File: src/rtl/spi_target_pkg.sv
// Shared types and constants for the SPI mode-0 target.
package spi_target_pkg;

    typedef enum logic {
        IDLE   = 1'b0,
        ACTIVE = 1'b1
    } state_t;

    localparam int SPI_BITS = 8;
    localparam int CNT_W = $clog2(SPI_BITS);
    localparam logic [SPI_BITS-1:0] SPI_FILL_DEFAULT = 8'hFF;

endpackage

File: src/rtl/spi_target_sync.sv
// Multi-flop synchroniser for one SPI pin, with single-cycle rise/fall strobes
// taken from the synchronised level and its previous value.
module spi_target_sync #(
    parameter int   STAGES    = 2,
    parameter logic RESET_VAL = 1'b0
) (
    input  logic clk,
    input  logic resetn,
    input  logic pin,
    output logic level,
    output logic rise,
    output logic fall
);

    logic [STAGES-1:0] sync;
    logic              prev;

    always_ff @(posedge clk or negedge resetn) begin
        if (!resetn) begin
            sync <= {STAGES{RESET_VAL}};
            prev <= RESET_VAL;
        end else begin
            sync <= {sync[STAGES-2:0], pin};
            prev <= sync[STAGES-1];
        end
    end

    assign level = sync[STAGES-1];
    assign rise  = level & ~prev;
    assign fall  = ~level & prev;

endmodule

File: src/rtl/spi_target.sv
// SPI mode-0 target, oversampled in the system clock domain.
// Optional sticky error flags are built when SPI_TARGET_ERR_EN is defined.
module spi_target
    import spi_target_pkg::*;
#(
    parameter logic [SPI_BITS-1:0] FILL        = SPI_FILL_DEFAULT,
    parameter int                  SYNC_STAGES = 2
) (
    input  logic                clk,
    input  logic                resetn,
    input  logic                spi_sclk,
    input  logic                spi_mosi,
    input  logic                spi_cs_n,
    output logic                spi_miso,
    output logic                spi_miso_oe,
    output logic [SPI_BITS-1:0] rx_data,
    output logic                rx_valid,
    input  logic                rx_ready,
    input  logic [SPI_BITS-1:0] tx_data,
    input  logic                tx_valid,
    output logic                tx_ready,
    output logic                cs_active,
    output logic                err_ovr,
    output logic                err_udr,
    input  logic                err_clr
);

    logic sclk_level_unused, sclk_rise, sclk_fall;
    logic mosi_level, mosi_rise_unused, mosi_fall_unused;
    logic cs_level, cs_rise, cs_fall;

    spi_target_sync #(.STAGES(SYNC_STAGES), .RESET_VAL(1'b0)) u_sync_sclk (
        .clk(clk), .resetn(resetn), .pin(spi_sclk),
        .level(sclk_level_unused), .rise(sclk_rise), .fall(sclk_fall)
    );

    spi_target_sync #(.STAGES(SYNC_STAGES), .RESET_VAL(1'b0)) u_sync_mosi (
        .clk(clk), .resetn(resetn), .pin(spi_mosi),
        .level(mosi_level), .rise(mosi_rise_unused), .fall(mosi_fall_unused)
    );

    // CS_N idles high so reset must not fabricate a fall strobe.
    spi_target_sync #(.STAGES(SYNC_STAGES), .RESET_VAL(1'b1)) u_sync_cs (
        .clk(clk), .resetn(resetn), .pin(spi_cs_n),
        .level(cs_level), .rise(cs_rise), .fall(cs_fall)
    );

    state_t              state;
    logic [CNT_W-1:0]    bit_cnt;
    logic                byte_done;
    logic [SPI_BITS-1:0] rx_shift;
    logic [SPI_BITS-1:0] tx_shift;
    logic [SPI_BITS-1:0] tx_hold;

    logic [SPI_BITS-1:0] rx_new;
    logic                shifting;
    logic                byte_complete;
    logic                tx_load;
    logic                ovr_evt;
    logic                udr_evt;

    assign rx_new        = {rx_shift[SPI_BITS-2:0], mosi_level};
    assign shifting      = (state == ACTIVE) && !cs_rise;
    assign byte_complete = shifting && sclk_rise && (bit_cnt == CNT_W'(SPI_BITS - 1));
    assign tx_load       = ((state == IDLE) && cs_fall) || (shifting && sclk_fall && byte_done);
    assign ovr_evt       = byte_complete && rx_valid && !rx_ready;
    assign udr_evt       = tx_load && tx_ready;

    always_ff @(posedge clk or negedge resetn) begin
        if (!resetn) begin
            state     <= IDLE;
            bit_cnt   <= '0;
            byte_done <= 1'b0;
            rx_shift  <= '0;
            tx_shift  <= '0;
            tx_hold   <= '0;
            tx_ready  <= 1'b1;
            rx_data   <= '0;
            rx_valid  <= 1'b0;
            cs_active <= 1'b0;
        end else begin
            cs_active <= ~cs_level;

            case (state)
                IDLE: begin
                    if (cs_fall) begin
                        state     <= ACTIVE;
                        bit_cnt   <= '0;
                        byte_done <= 1'b0;
                        rx_shift  <= '0;
                    end
                end
                ACTIVE: begin
                    if (cs_rise) begin
                        state     <= IDLE;
                        bit_cnt   <= '0;
                        byte_done <= 1'b0;
                        rx_shift  <= '0;
                        tx_shift  <= '0;
                    end else begin
                        if (sclk_rise) begin
                            rx_shift <= rx_new;
                            bit_cnt  <= bit_cnt + CNT_W'(1);
                            if (bit_cnt == CNT_W'(SPI_BITS - 1))
                                byte_done <= 1'b1;
                        end
                        if (sclk_fall) begin
                            byte_done <= 1'b0;
                            if (!byte_done)
                                tx_shift <= {tx_shift[SPI_BITS-2:0], 1'b0};
                        end
                    end
                end
                default: state <= IDLE;
            endcase

            if (tx_valid && tx_ready) begin
                tx_hold  <= tx_data;
                tx_ready <= 1'b0;
            end

            // An empty holding register sends FILL; a same-cycle write stays queued.
            if (tx_load) begin
                if (!tx_ready) begin
                    tx_shift <= tx_hold;
                    tx_ready <= 1'b1;
                end else begin
                    tx_shift <= FILL;
                end
            end

            if (rx_valid && rx_ready)
                rx_valid <= 1'b0;
            if (byte_complete && (!rx_valid || rx_ready)) begin
                rx_data  <= rx_new;
                rx_valid <= 1'b1;
            end
        end
    end

    assign spi_miso    = tx_shift[SPI_BITS-1];
    assign spi_miso_oe = cs_active;

`ifdef SPI_TARGET_ERR_EN
    always_ff @(posedge clk or negedge resetn) begin
        if (!resetn) begin
            err_ovr <= 1'b0;
            err_udr <= 1'b0;
        end else begin
            if (ovr_evt)
                err_ovr <= 1'b1;
            else if (err_clr)
                err_ovr <= 1'b0;
            if (udr_evt)
                err_udr <= 1'b1;
            else if (err_clr)
                err_udr <= 1'b0;
        end
    end
`else
    logic err_unused;
    assign err_unused = ^{err_clr, ovr_evt, udr_evt};
    assign err_ovr    = 1'b0;
    assign err_udr    = 1'b0;
`endif

endmodule

File: config.mk
export PLATFORM = sky130hd
export DESIGN_NAME = spi_target
export DESIGN_NICKNAME = d
export VERILOG_FILES = /design/src/rtl/spi_target_pkg.sv /design/src/rtl/spi_target_sync.sv /design/src/rtl/spi_target.sv
export SDC_FILE = /design/constraint.sdc
export NUM_CORES = 1
export LEC_CHECK = 0
export BUFFER_PORTS_ARGS = -buffer_cell sky130_fd_sc_hd__clkbuf_2
export CORE_UTILIZATION = 23
export DETAILED_ROUTE_END_ITERATION = 8
export HOLD_SLACK_MARGIN = 0.08
export PLACE_DENSITY = 0.39
export SLEW_MARGIN = 15
export SYNTH_ARGS = -nofsm -noshare
export SYNTH_HDL_FRONTEND = slang
export SYNTH_SLANG_ARGS = --single-unit
File: constraint.sdc
create_clock -name clk -period 3.96 [get_ports clk]
set_input_delay 0.396 -clock clk [delete_from_list [all_inputs] [get_ports clk]]
set_output_delay 0.396 -clock clk [all_outputs]
set_load 0.01 [all_outputs]
Word-level counts from Yosys, hierarchy flattened
Cells that the tools add are included.
Storage, ports and cells
  flip-flop bits (word level): 47
  bits in latches: 0
  RAM bits: 0
  bits in read-only memories: 0
  bits of input ports: 16
  output and inout port bits: 15
  word-level logic and storage cells: 78
  memories kept: 0
Operators by class
  add/subtract/negate cells: 1
  multipliers: 0
  divide/modulo/power cells: 0
  magnitude comparators: 0
  equality and inequality tests: 6
  shifts and indexed selects: 0
  multiplexer cells: 28
  bitwise gates (word level): 9
  reduce and logical (&&, ||, !) cells: 19
Operator list (count)
  $mux 8: 6
  $mux 7: 3
  $pmux 7 s2: 1
  $mux 1: 12
  $logic_and 1x1->1: 9
  $mux 3: 3
  $pmux 3 s2: 1
  $reduce_and 3->1: 2
  $not 1->1: 5
  $and 1x1->1: 4
  $ne 4x3->1 const B: 1
  $ne 4x4->1 const B: 1
  $pmux 1 s2: 2
  $reduce_bool 2->1: 2
  $add 3x1->3 const B: 1
  $eq 3x3->1 const B: 1
  $ne 3x2->1 const B: 1
  $ne 3x3->1 const B: 1
  $reduce_bool 3->1: 1
  $logic_not 1->1: 2
  $logic_or 1x1->1: 2
  $ne 2x2->1 const B: 1
  $reduce_and 2->1: 1

Longest topological paths before layout
Gate-level depths: netlist (run 1).
  word-level depth: 9
  mapped depth: 7
  depth with buffers taken out: 6

Cells and area by module
From an unflattened synthesis (run 1), not the netlist that was laid out.
Unflattened totals
  cells, all modules: 147
  area total of the unflattened synthesis: 1959.4 um^2
Modules (own cells, without submodules)
  spi_target: instances 1, cells an instance 132, area each 1685.4 um^2, sequential area each 977.2 um^2
  spi_target_sync at u_sync_mosi ...: instances 2, cells an instance 5, area each 90.1 um^2, sequential area each 75.1 um^2
  spi_target_sync at u_sync_cs: instances 1, cells an instance 5, area each 93.8 um^2, sequential area each 78.8 um^2

Least setup slack after synthesis (run 1)
OpenSTA, ideal clock, no wires.
  path type: register -> register
  start point: register u_sync_cs.prev
  end point: register rx_data[0]
  setup time: 0.125 ns
  arrival time: 1.440 ns
  required time: 3.835 ns
  slack: 2.395 ns
  cell stages (with the launch flop): 6
  buffers on the path: 1
  clock period less this slack: 1.565 ns
  cells stage by stage: dfstp_2 -> nand2b_1 -> and3_1 -> and3_1 -> buf_6 -> mux2_4
Between the ends
  word-level cells in the longest chain between the ends: 7
RTL lines
  from (decl): RTL line spi_target_sync.sv:16  | logic prev;
  from (signal assigned): RTL line spi_target_sync.sv:24  | prev <= sync[STAGES-1];
  $not 1->1: RTL line spi_target_sync.sv:29  | assign rise = level & ~prev;
  $and 1x1->1: RTL line spi_target_sync.sv:29
  $logic_not 1->1: RTL line spi_target.sv:63  | assign shifting = (state == ACTIVE) && !cs_rise;
  $logic_and 1x1->1: RTL line spi_target.sv:63
  $logic_and 1x1->1 (2 in series): RTL line spi_target.sv:64  | assign byte_complete = shifting && sclk_rise && (bit_cnt == CNT_W'(SPI_BITS - 1));
  $logic_and 1x1->1: RTL line spi_target.sv:134  | if (byte_complete && (!rx_valid || rx_ready)) begin
  to (signal assigned): RTL line spi_target.sv:135  | rx_data <= rx_new;
  to (decl): RTL line spi_target.sv:16  | output logic [SPI_BITS-1:0] rx_data,
No other way between the ends.
A chain may end at the register's enable or synchronous reset.

Worst setup path after layout (run 1)
  start point: register u_sync_cs.prev
  end point: register rx_data[3]
Same word-level chain as after synthesis.

==> results_dict.tcl, run 1 <==
set metrics [dict create \
    status "finished, final reports clean" \
    coreArea_um2 7848 \
    cts_tree "done" \
    drt_iter0_drc 36 \
    pin_count 31 \
    post_cts_buffers 0 \
    synth_top_area_frac 0.5662 \
    worst_slew_pin_slew_ns 0.6048 \
    r2r_start "u_sync_cs.prev$_DFF_PN1_" \
    slew_violations 0 \
    rsz0062_at_grt "false" \
    multi_input_area_um2 653.1 \
    rows 32 \
    yosys_warnings 0 \
    synth-seq-cells 47 \
    grt_overflow_total 0 \
    drcViolationCount 0 \
    finalSetupViolCount 0 \
    syn_area_per_cell_um2 13.67 \
    post-route-util 0.2833 \
    netlist_instances 139 \
    diodes 0 \
    grt.total_usage 0.08444 \
    cts.hold.buffers_added 0 \
    routabilityCongestion 0.7088 \
    use_met2 0.1244 \
    ys_seq_area_frac 0.6215 \
    die_height_um 92.91 \
    regArea_um2 1181 \
    min_path_cells 1 \
    cts_htree_levels 2 \
    worst_r2r_endpoint "rx_data[3]$_DFFE_PN0P_" \
    p_leak_nw 1.060 \
    die_area_um2 8631 \
    final_hold_viol_count 0 \
    dpl-instance-area_um2 2123 \
    met3_usage 0.02956 \
    clk_latency_ns 0.29 \
    final_common_cell "dfrtp_1" \
    setup_tns_ns 0 \
    ant_nets 0 \
    layout.nets 187 \
    min_path_type "input port to flop" \
    drive_above_1_share 0.3452 \
    vias_per_cell 4.074 \
    period_minus_slack_ns 2.194 \
    power.density_nw_per_um2 453.4 \
    die_w_um 92.91 \
    clock_skew_ns 0.003245 \
    fmax_mhz 455.8 \
    clock_sinks 47 \
    synth_area_um2 1901 \
    grt_max_degree 48 \
    first_global_vias 1189 \
    period_share 0.5541 \
    path_clk_slew_ns 0.08 \
    critPathLaunchType "flop" \
    ff2ff_setup_slack_ns 1.77 \
    nFillCells 845 \
    antenna_found_initial 0 \
    power_mw 1.008 \
    grt_pass1_wl_um 5651 \
    min_to "u_sync_cs.sync[0]$_DFF_PN1_" \
    firstDrtPassIters 4 \
    path_class "flop to flop" \
    numCtsBuffers 5 \
    cap_violations 0 \
    use_met1 0.1100 \
    drt-wirelength-per-cell_um 11.83 \
    hp-start "spi_cs_n" \
    route.vias.total 1100 \
    ff2ff_path_depth 4 \
    clk_path_buf_depth 2 \
    wl_um 3194 \
    worstPathArrival_ns 2.37 \
    clockRootBuffer "clkbuf_8" \
    design_area_um2 2223 \
    critPathCaptureType "flop" \
    critPathRequiredTime_ns 4.14 \
    critPathMaxFanout 12 \
    peakVddDrop_mv 0.2166 \
    synth.distinct_cells 30 \
    synth_top_area_cell "dfrtp_1" \
    area_growth_pct 16.98 \
    maxSlewHeadroom 0.5968 \
    post_cts_resized 0 \
    initial_core_util 0.2422 \
    mostFrequentLayoutCells "43 x dfrtp_1, 27 x clkbuf_2, 10 x nand2_1" \
    portBuffers 27 \
    busiest_layer "met2" \
    synth_area_leaders "dfrtp_1 57%, mux2_4 6.3%, dfstp_2 5.5%" \
    hpwl_um 2179 \
]
## worst max path at each step
stage                        startpoint                endpoint  depth (start not counted)
6_report       u_sync_cs.prev$_DFF_PN1_  rx_data[3]$_DFFE_PN0P_                          4
2_1_floorplan  u_sync_cs.prev$_DFF_PN1_  rx_data[0]$_DFFE_PN0P_                          5
5_1_grt        u_sync_cs.prev$_DFF_PN1_  rx_data[6]$_DFFE_PN0P_                          4
3_3_place_gp   u_sync_cs.prev$_DFF_PN1_  rx_data[0]$_DFFE_PN0P_                          4
3_5_place_dp   u_sync_cs.prev$_DFF_PN1_  rx_data[3]$_DFFE_PN0P_                          4
4_1_cts        u_sync_cs.prev$_DFF_PN1_  rx_data[3]$_DFFE_PN0P_                          4
## cell families after synthesis
group | synth area share
flip-flops | 0.6215
AND/OR/NAND/NOR | 0.07044
buffers and inverters | 0.03687
AO/OA/AOI/OAI | 0.1159
other | 0.001973
multiplexers | 0.1271
adder cells (fa/ha/maj) | 0.02633
## per-stage QoR
stage	cells	hold slack (ns)	setup slack, ns
floorplan	140	0.1004	2.395
global placement	262	0.3372	1.808
detailed placement	262	0.3364	1.762
CTS	270	0.1710	1.746
global route	270	0.1600	1.617
finish	270	0.1814	1.766
## cells in the mapped netlist, drive strengths merged
cell type	number
a2bb2oi	7
dfstp	4
nand3	1
nor2b	2
a22o	9
nor2	2
a211oi	1
ha	4
a41oi	1
or2	1
inv	5
and2	1
clkbuf	2
nor3b	1
a31oi	1
nand2	10
o21ai	10
mux2i	2
o21a	1
mux2	17
nand2b	4
dfrtp	43
conb	1
buf	6
and3	3
## worst max-delay path, cell delays in order (launching register included)
cell and delay, ns:
dfstp_2 0.55, nand2b_1 0.17, and3_1 0.45, and3_1 0.56, mux2_4 0.34
## layer usage
| layer | share of wire | vias to the layer above |
|---|---|---|
| met5 | 0 | - |
| met4 | 0.013 | 0 |
| met3 | 0.049 | 4 |
| met2 | 0.44 | 30 |
| met1 | 0.50 | 526 |
| li1 | - | 540 |
## sequential cells by signal (all words and copies together), names as in the netlist
| register | cells |
|---|---|
| u_sync_mosi.sync | 2 |
| cs_active | 1 |
| rx_shift | 7 |
| rx_data | 8 |
| u_sync_sclk.prev | 1 |
| tx_ready | 1 |
| bit_cnt | 3 |
| tx_hold | 8 |
| u_sync_sclk.sync | 2 |
| state | 1 |
| u_sync_cs.prev | 1 |
| tx_shift | 8 |
| byte_done | 1 |
| rx_valid | 1 |
| u_sync_cs.sync | 2 |
## where the power goes
group / switching, mW / leakage, nW / internal [mW] / total, mW
Clock: 0.153 / 0.0515 / 0.160 / 0.312
Combinational: 0.0531 / 0.418 / 0.0664 / 0.120
Sequential: 0.0353 / 0.591 / 0.541 / 0.576
## cell type report
cell class / instances / share of cell area
tap: 102 / 0.05740
timing repair buffer: 28 / 0.06415
sequential: 47 / 0.5312
multi-input combinational: 80 / 0.2938
inverter: 5 / 0.008441
clock buffer: 8 / 0.04502
Power figures use the tool's default switching activity.
==> run 2, diff against run 1 <==
ABC_AREA = 1   (was not set)
clock period = 2.2 ns   (was 3.96 ns; I/O delays follow)
==> results_dict.tcl, run 2 <==
set metrics [dict create \
    diodes 0 \
    routabilityCongestion 0.7215 \
    ys_seq_area_frac 0.5683 \
    coreArea_um2 8721 \
    netlist_instances 233 \
    ff2ff_path_depth 10 \
    cts_tree "done" \
    seqPwrFrac 0.523 \
    critPathMaxStageDelay_ns 0.37 \
    die_w_um 97.06 \
    power.density_nw_per_um2 890.3 \
    critPathMaxFanout 10 \
    synth_area_um2 2078 \
    grt_pass1_wl_um 6865 \
    vias_per_cell 4.003 \
    rsz0062_at_grt "false" \
    critPathLaunchType "flop" \
    post_cts_resized 0 \
    internal_power_mw 1.477 \
    status "finished, final reports clean" \
    grt.total_usage 0.09002 \
    firstDrtPassIters 6 \
    rows 34 \
    wl_um 4058 \
    design_area_um2 2437 \
    synth_top_area_frac 0.5178 \
    synth_flop_cell "dfrtp_1" \
    mostFrequentLayoutCells "72 x nand2_1, 43 x dfrtp_1, 29 x inv_1" \
    post_cts_buffers 0 \
    peakVddDrop_mv 0.2506 \
    path_clk_slew_ns 0.09 \
    critPathCaptureType "flop" \
    synth_edf_count 0 \
    maxSlewHeadroom 0.5960 \
    synthArstFlopShare 1.000 \
    reg_top3 "rx_data (8), tx_hold (8), tx_shift (8)" \
    critPathRequiredTime_ns 2.39 \
    hpwl_um 2728 \
    portBuffers 27 \
    synth_common_cells "72 x nand2_1, 43 x dfrtp_1, 29 x inv_1" \
    area_growth_pct 17.28 \
    drive_above_1_share 0.2060 \
    yosys.cell_count.top_type "nand2_1" \
    worst_slew_pin_slew_ns 0.6059 \
    slew_violations 0 \
    final_common_cell "nand2_1" \
    die_height_um 97.06 \
    synth-seq-cells 47 \
    p_leak_nw 1.237 \
    critPathSlowestCell "dfrtp_1" \
    pwr-share-clk 0.238 \
    layout.nets 286 \
    drt-wirelength-per-cell_um 10.82 \
    period_share 0.7227 \
    antenna_found_initial 0 \
    clockRootBuffer "clkbuf_8" \
    swShare 0.3192 \
    path_class "flop to flop" \
    numCtsBuffers 5 \
    crit_top_cell "nand2_1" \
    cp_cell_sequence "inv_1 > ha_1 > nand2_1 > inv_1 > nand3_2 > nand2_4 > inv_2 > nand2_2 > nand2_1 > nand2_1" \
    final.setup.worst_slack_ns 0.6101 \
    switching_power_mw 0.6927 \
    die_area_um2 9420 \
    holdWs_ns 0.1555 \
    post-route-util 0.2795 \
    clk_latency_ns 0.30 \
    drcViolationCount 0 \
    cts_htree_levels 2 \
    final_hold_viol_count 0 \
    place_worst_setup_slack_ns 0.5947 \
    worstPathArrival_ns 1.78 \
    min_path_type "input port to flop" \
    dpl-instance-area_um2 2316 \
    synth_top_area_cell "dfrtp_1" \
    cap_violations 0 \
    fmax_mhz 629.0 \
    period_minus_slack_ns 1.590 \
    pin_count 31 \
    drt_iter0_drc 15 \
    syn_area_per_cell_um2 8.919 \
    cts.hold.buffers_added 4 \
    min_path_cells 2 \
    grt_overflow_total 0 \
    synth.distinct_cells 24 \
    clock_sinks 47 \
    clock_skew_ns 0.002081 \
    comb_power_share 0.238 \
    finalSetupViolCount 0 \
    setup_tns_ns 0 \
    ant_nets 0 \
    first_global_vias 1468 \
    synth_area_leaders "dfrtp_1 52%, nand2_1 13%, inv_1 5.2%" \
    yosys_warnings 0 \
    initial_core_util 0.2383 \
    clk_path_buf_depth 2 \
    grt_max_degree 48 \
    route.vias.total 1501 \
]
run 2: cell count changes in the layout (fill, tap and decap cells not counted), moves of 7 or more:
cell       before  now
nand2_1        10   72
inv_1           5   29
nand3_1         1   18
o21ai_1         1   17
nor2_1          1   13
a22o_1          9    0
mux2_4          8    0
o21ai_0         9    1
a2bb2oi_1       7    0
run 2: logic make-up (layout without fill, tap and decap cells):
family                     after synthesis  after routing  synth area share
adders and majority gates                4              4           0.02408
buffers and inverters                   39             72           0.07886
and+or+nand+nor                        112            112            0.2372
AOI/OAI and AO/OA                       27             27           0.07345
muxes                                    3              3           0.01625
other                                    1              2          0.001804
DFF                                     47             47            0.5683
run 2: power groups by stage:
stage	clock network (mW)	registers [mW]	logic (mW)
6_report	0.517	1.14	0.517
5_1_grt	0.569	1.16	0.601
4_1_cts	0.545	1.14	0.533
3_5_place_dp	0	1.16	0.525
3_3_place_gp	0	1.15	0.519
2_1_floorplan	0	1.14	0.399
run 2: path summary, 6_finish.rpt:
| kind | slack, ns | startpoint | end |
|---|---|---|---|
| max | 0.61 | u_sync_sclk.sync[1]$_DFF_PN0_ | tx_shift[4]$_DFFE_PN0P_ |
| min | 0.16 | tx_data[1] | tx_hold[1]$_DFFE_PN0P_ |
| max reg2reg | 0.61 | u_sync_sclk.sync[1]$_DFF_PN0_ | tx_shift[4]$_DFFE_PN0P_ |
| min reg2reg | 0.35 | u_sync_sclk.sync[0]$_DFF_PN0_ | u_sync_sclk.sync[1]$_DFF_PN0_ |
| max in group asynchronous | 1.24 | resetn | rx_shift[5]$_DFFE_PN0P_ |
| min in group asynchronous | 0.55 | resetn | tx_shift[6]$_DFFE_PN0P_ |
run 2: area by class of cell:
cell class	instances	area, µm²
multi-input cells	148	737.0
inverters	32	120.1
clock buffers	7	76.32
fillers	923	6284
clock inverters	1	5.005
well taps	108	135.1
flip-flops and latches	47	1181
repair buffers	32	182.7
run 2: per-layer routing:
metal	vias to the layer above	part of all wire	wire [µm]	GRT usage
met3	8	0.030	120	0.02230
li1	783	-	-	-
met5	-	0	0	0
met2	23	0.46	1881	0.1436
met4	0	0.011	45	0.03100
met1	687	0.50	2010	0.1189
run 2: metrics by stage:
step | std cells | total power [mW]
after global routing | 375 | 2.329
final | 375 | 2.170
after floorplan | 234 | 1.534
after detailed placement | 363 | 1.681
after CTS | 375 | 2.217
after global placement | 363 | 1.673
run 2: worst max-delay path: cells and delay by family, from the launching register on:
family                     cells  cell delay [ns]
DFF                            1             0.37
adders and majority gates      1             0.21
and+or+nand+nor                6             0.63
buffers and inverters          3             0.26
==> run 3, diff against run 2 <==
PLACE_DENSITY = 0.4   (was 0.39)
clock period = 1.4 ns   (was 2.2 ns; I/O delays follow)
==> results_dict.tcl, run 3 (same netlist as run 2, synthesis figures left out) <==
set metrics [dict create \
    status "finished, final reports clean" \
    period_minus_slack_ns 1.349 \
    diodes 0 \
    path_class "flop to flop" \
    place_worst_setup_slack_ns -0.01851 \
    grt.total_usage 0.09487 \
    finalSetupViolCount 0 \
    critPathRequiredTime_ns 1.64 \
    clockRootBuffer "clkbuf_8" \
    wl_um 4393 \
    drive_above_1_share 0.2966 \
    final.setup.worst_slack_ns 0.05132 \
    cp_num_buf_inv 2 \
    ff2ff_setup_slack_ns 0.05 \
    nFillCells 929 \
    first_global_vias 1563 \
    peakVddDrop_mv 0.4535 \
    path_clk_slew_ns 0.10 \
    r2r_start "u_sync_cs.sync[1]$_DFF_PN1_" \
    regArea_um2 1181 \
    coreArea_um2 8721 \
    die_area_um2 9420 \
    grt_overflow_total 0 \
    clock_skew_ns 0.007111 \
    grt_max_degree 22 \
    antenna_found_initial 0 \
    design_area_um2 2774 \
    period_share 0.9633 \
    rsz0062_at_grt "true" \
    drt-wirelength-per-cell_um 11.04 \
    placed_cells 379 \
    critical_path.top_delay_family "flip-flops" \
    pin_count 31 \
    mostFrequentLayoutCells "66 x nand2_1, 43 x dfrtp_1, 27 x inv_1, 27 x clkbuf_2, 18 x nand3_1" \
    routabilityCongestion 0.7164 \
    numCtsBuffers 5 \
    critPathMaxStageDelay_ns 0.60 \
    worstPathArrival_ns 1.59 \
    hp-start "tx_data[4]" \
    reg_top3 "rx_data (8), tx_hold (8), tx_shift (8)" \
    cp_cell_sequence "nand2_4 > nand3_4 > nand2_4 > buf_4 > buf_4 > o21a_1" \
    grt_pass1_wl_um 7224 \
    vias_per_cell 4.058 \
    dpl-instance-area_um2 2474 \
    ff2ff_path_depth 6 \
    final_common_cell "nand2_1" \
    portBuffers 27 \
    route.vias.total 1615 \
    worst_r2r_endpoint "tx_ready$_DFF_PN1_" \
    clock_sinks 47 \
    critPathMaxFanout 4 \
    critPathCaptureType "flop" \
    post-route-util 0.3181 \
    slew_violations 0 \
    fmax_mhz 741.5 \
    layout.nets 309 \
    initial_core_util 0.2383 \
    drcViolationCount 0 \
    cts_htree_levels 2 \
    rows 34 \
    power.density_nw_per_um2 1305 \
    die_height_um 97.06 \
    final_hold_viol_count 0 \
    clk_path_buf_depth 2 \
    power_mw 3.620 \
    clk_latency_ns 0.30 \
    min_path_cells 3 \
    finalNonFillerCells 398 \
    multi_input_area_um2 839.6 \
    hpwl_um 3071 \
    critPathLaunchType "flop" \
    cts_tree "done" \
    cap_violations 0 \
    ant_nets 0 \
    die_w_um 97.06 \
    min_path_type "input port to flop" \
    min_to "tx_hold[4]$_DFFE_PN0P_" \
    area_growth_pct 33.47 \
    critPathSlowestCell "dfstp_2" \
    drt_iter0_drc 39 \
    p_leak_nw 1.368 \
    firstDrtPassIters 4 \
]
[run 3: what timing repair did]
item | 4_1_cts | 5_1_grt
endpoints found under the hold margin | 18 | 0
hold buffers | 9 | 0
gates resized for setup | 1 | 22
setup buffers | 0 | 0
cloned | 0 | 2
pin swaps | 0 | 1
setup endpoints to repair | 7 | 26
[run 3: report_power, final]
group / switching (mW) / leakage (nW) / internal (mW)
Combinational: 0.530 / 0.731 / 0.440
Sequential: 0.150 / 0.596 / 1.64
Clock: 0.506 / 0.0408 / 0.358
[run 3: cell type report]
cell class | instances | area share
clock buffer | 5 | 0.02481
clock inverter | 3 | 0.008570
inverter | 32 | 0.04601
multi-input combinational | 150 | 0.3027
sequential | 47 | 0.4258
tap | 108 | 0.04871
timing repair buffer | 53 | 0.1434
[run 3: worst max path at each step]
| stage | start | endpoint | cells past startpoint |
|---|---|---|---|
| global route | u_sync_sclk.sync[1]$_DFF_PN0_ | tx_shift[7]$_DFFE_PN0P_ | 11 |
| detailed placement | u_sync_sclk.sync[1]$_DFF_PN0_ | tx_shift[4]$_DFFE_PN0P_ | 10 |
| floorplan | u_sync_sclk.sync[1]$_DFF_PN0_ | tx_shift[1]$_DFFE_PN0P_ | 10 |
| global placement | u_sync_sclk.sync[1]$_DFF_PN0_ | tx_shift[3]$_DFFE_PN0P_ | 10 |
| CTS | u_sync_cs.prev$_DFF_PN1_ | rx_data[7]$_DFFE_PN0P_ | 7 |
| finish | u_sync_cs.sync[1]$_DFF_PN1_ | tx_ready$_DFF_PN1_ | 6 |
[run 3: layer usage]
metal  routed length (µm)  share of wire  global-route usage
met1                 2096           0.48              0.1209
met2                 2103           0.48              0.1576
met3                  136          0.031             0.02302
met4                   57          0.013             0.03100
met5                    0              0                   0
[run 3: tightest hold or removal path, stage by stage]
cell	delay, ns
clkbuf_2	0.08
nor2_1	0.10
a21oi_1	0.05
[run 3: per-stage QoR]
step                TNS (ns)  hold WS (ns)
floorplan                  0       -0.1556
global placement    -0.03732        0.1111
detailed placement  -0.09468        0.1142
CTS                        0       0.08618
global route         -0.1052       0.09426
finish                     0       0.09414
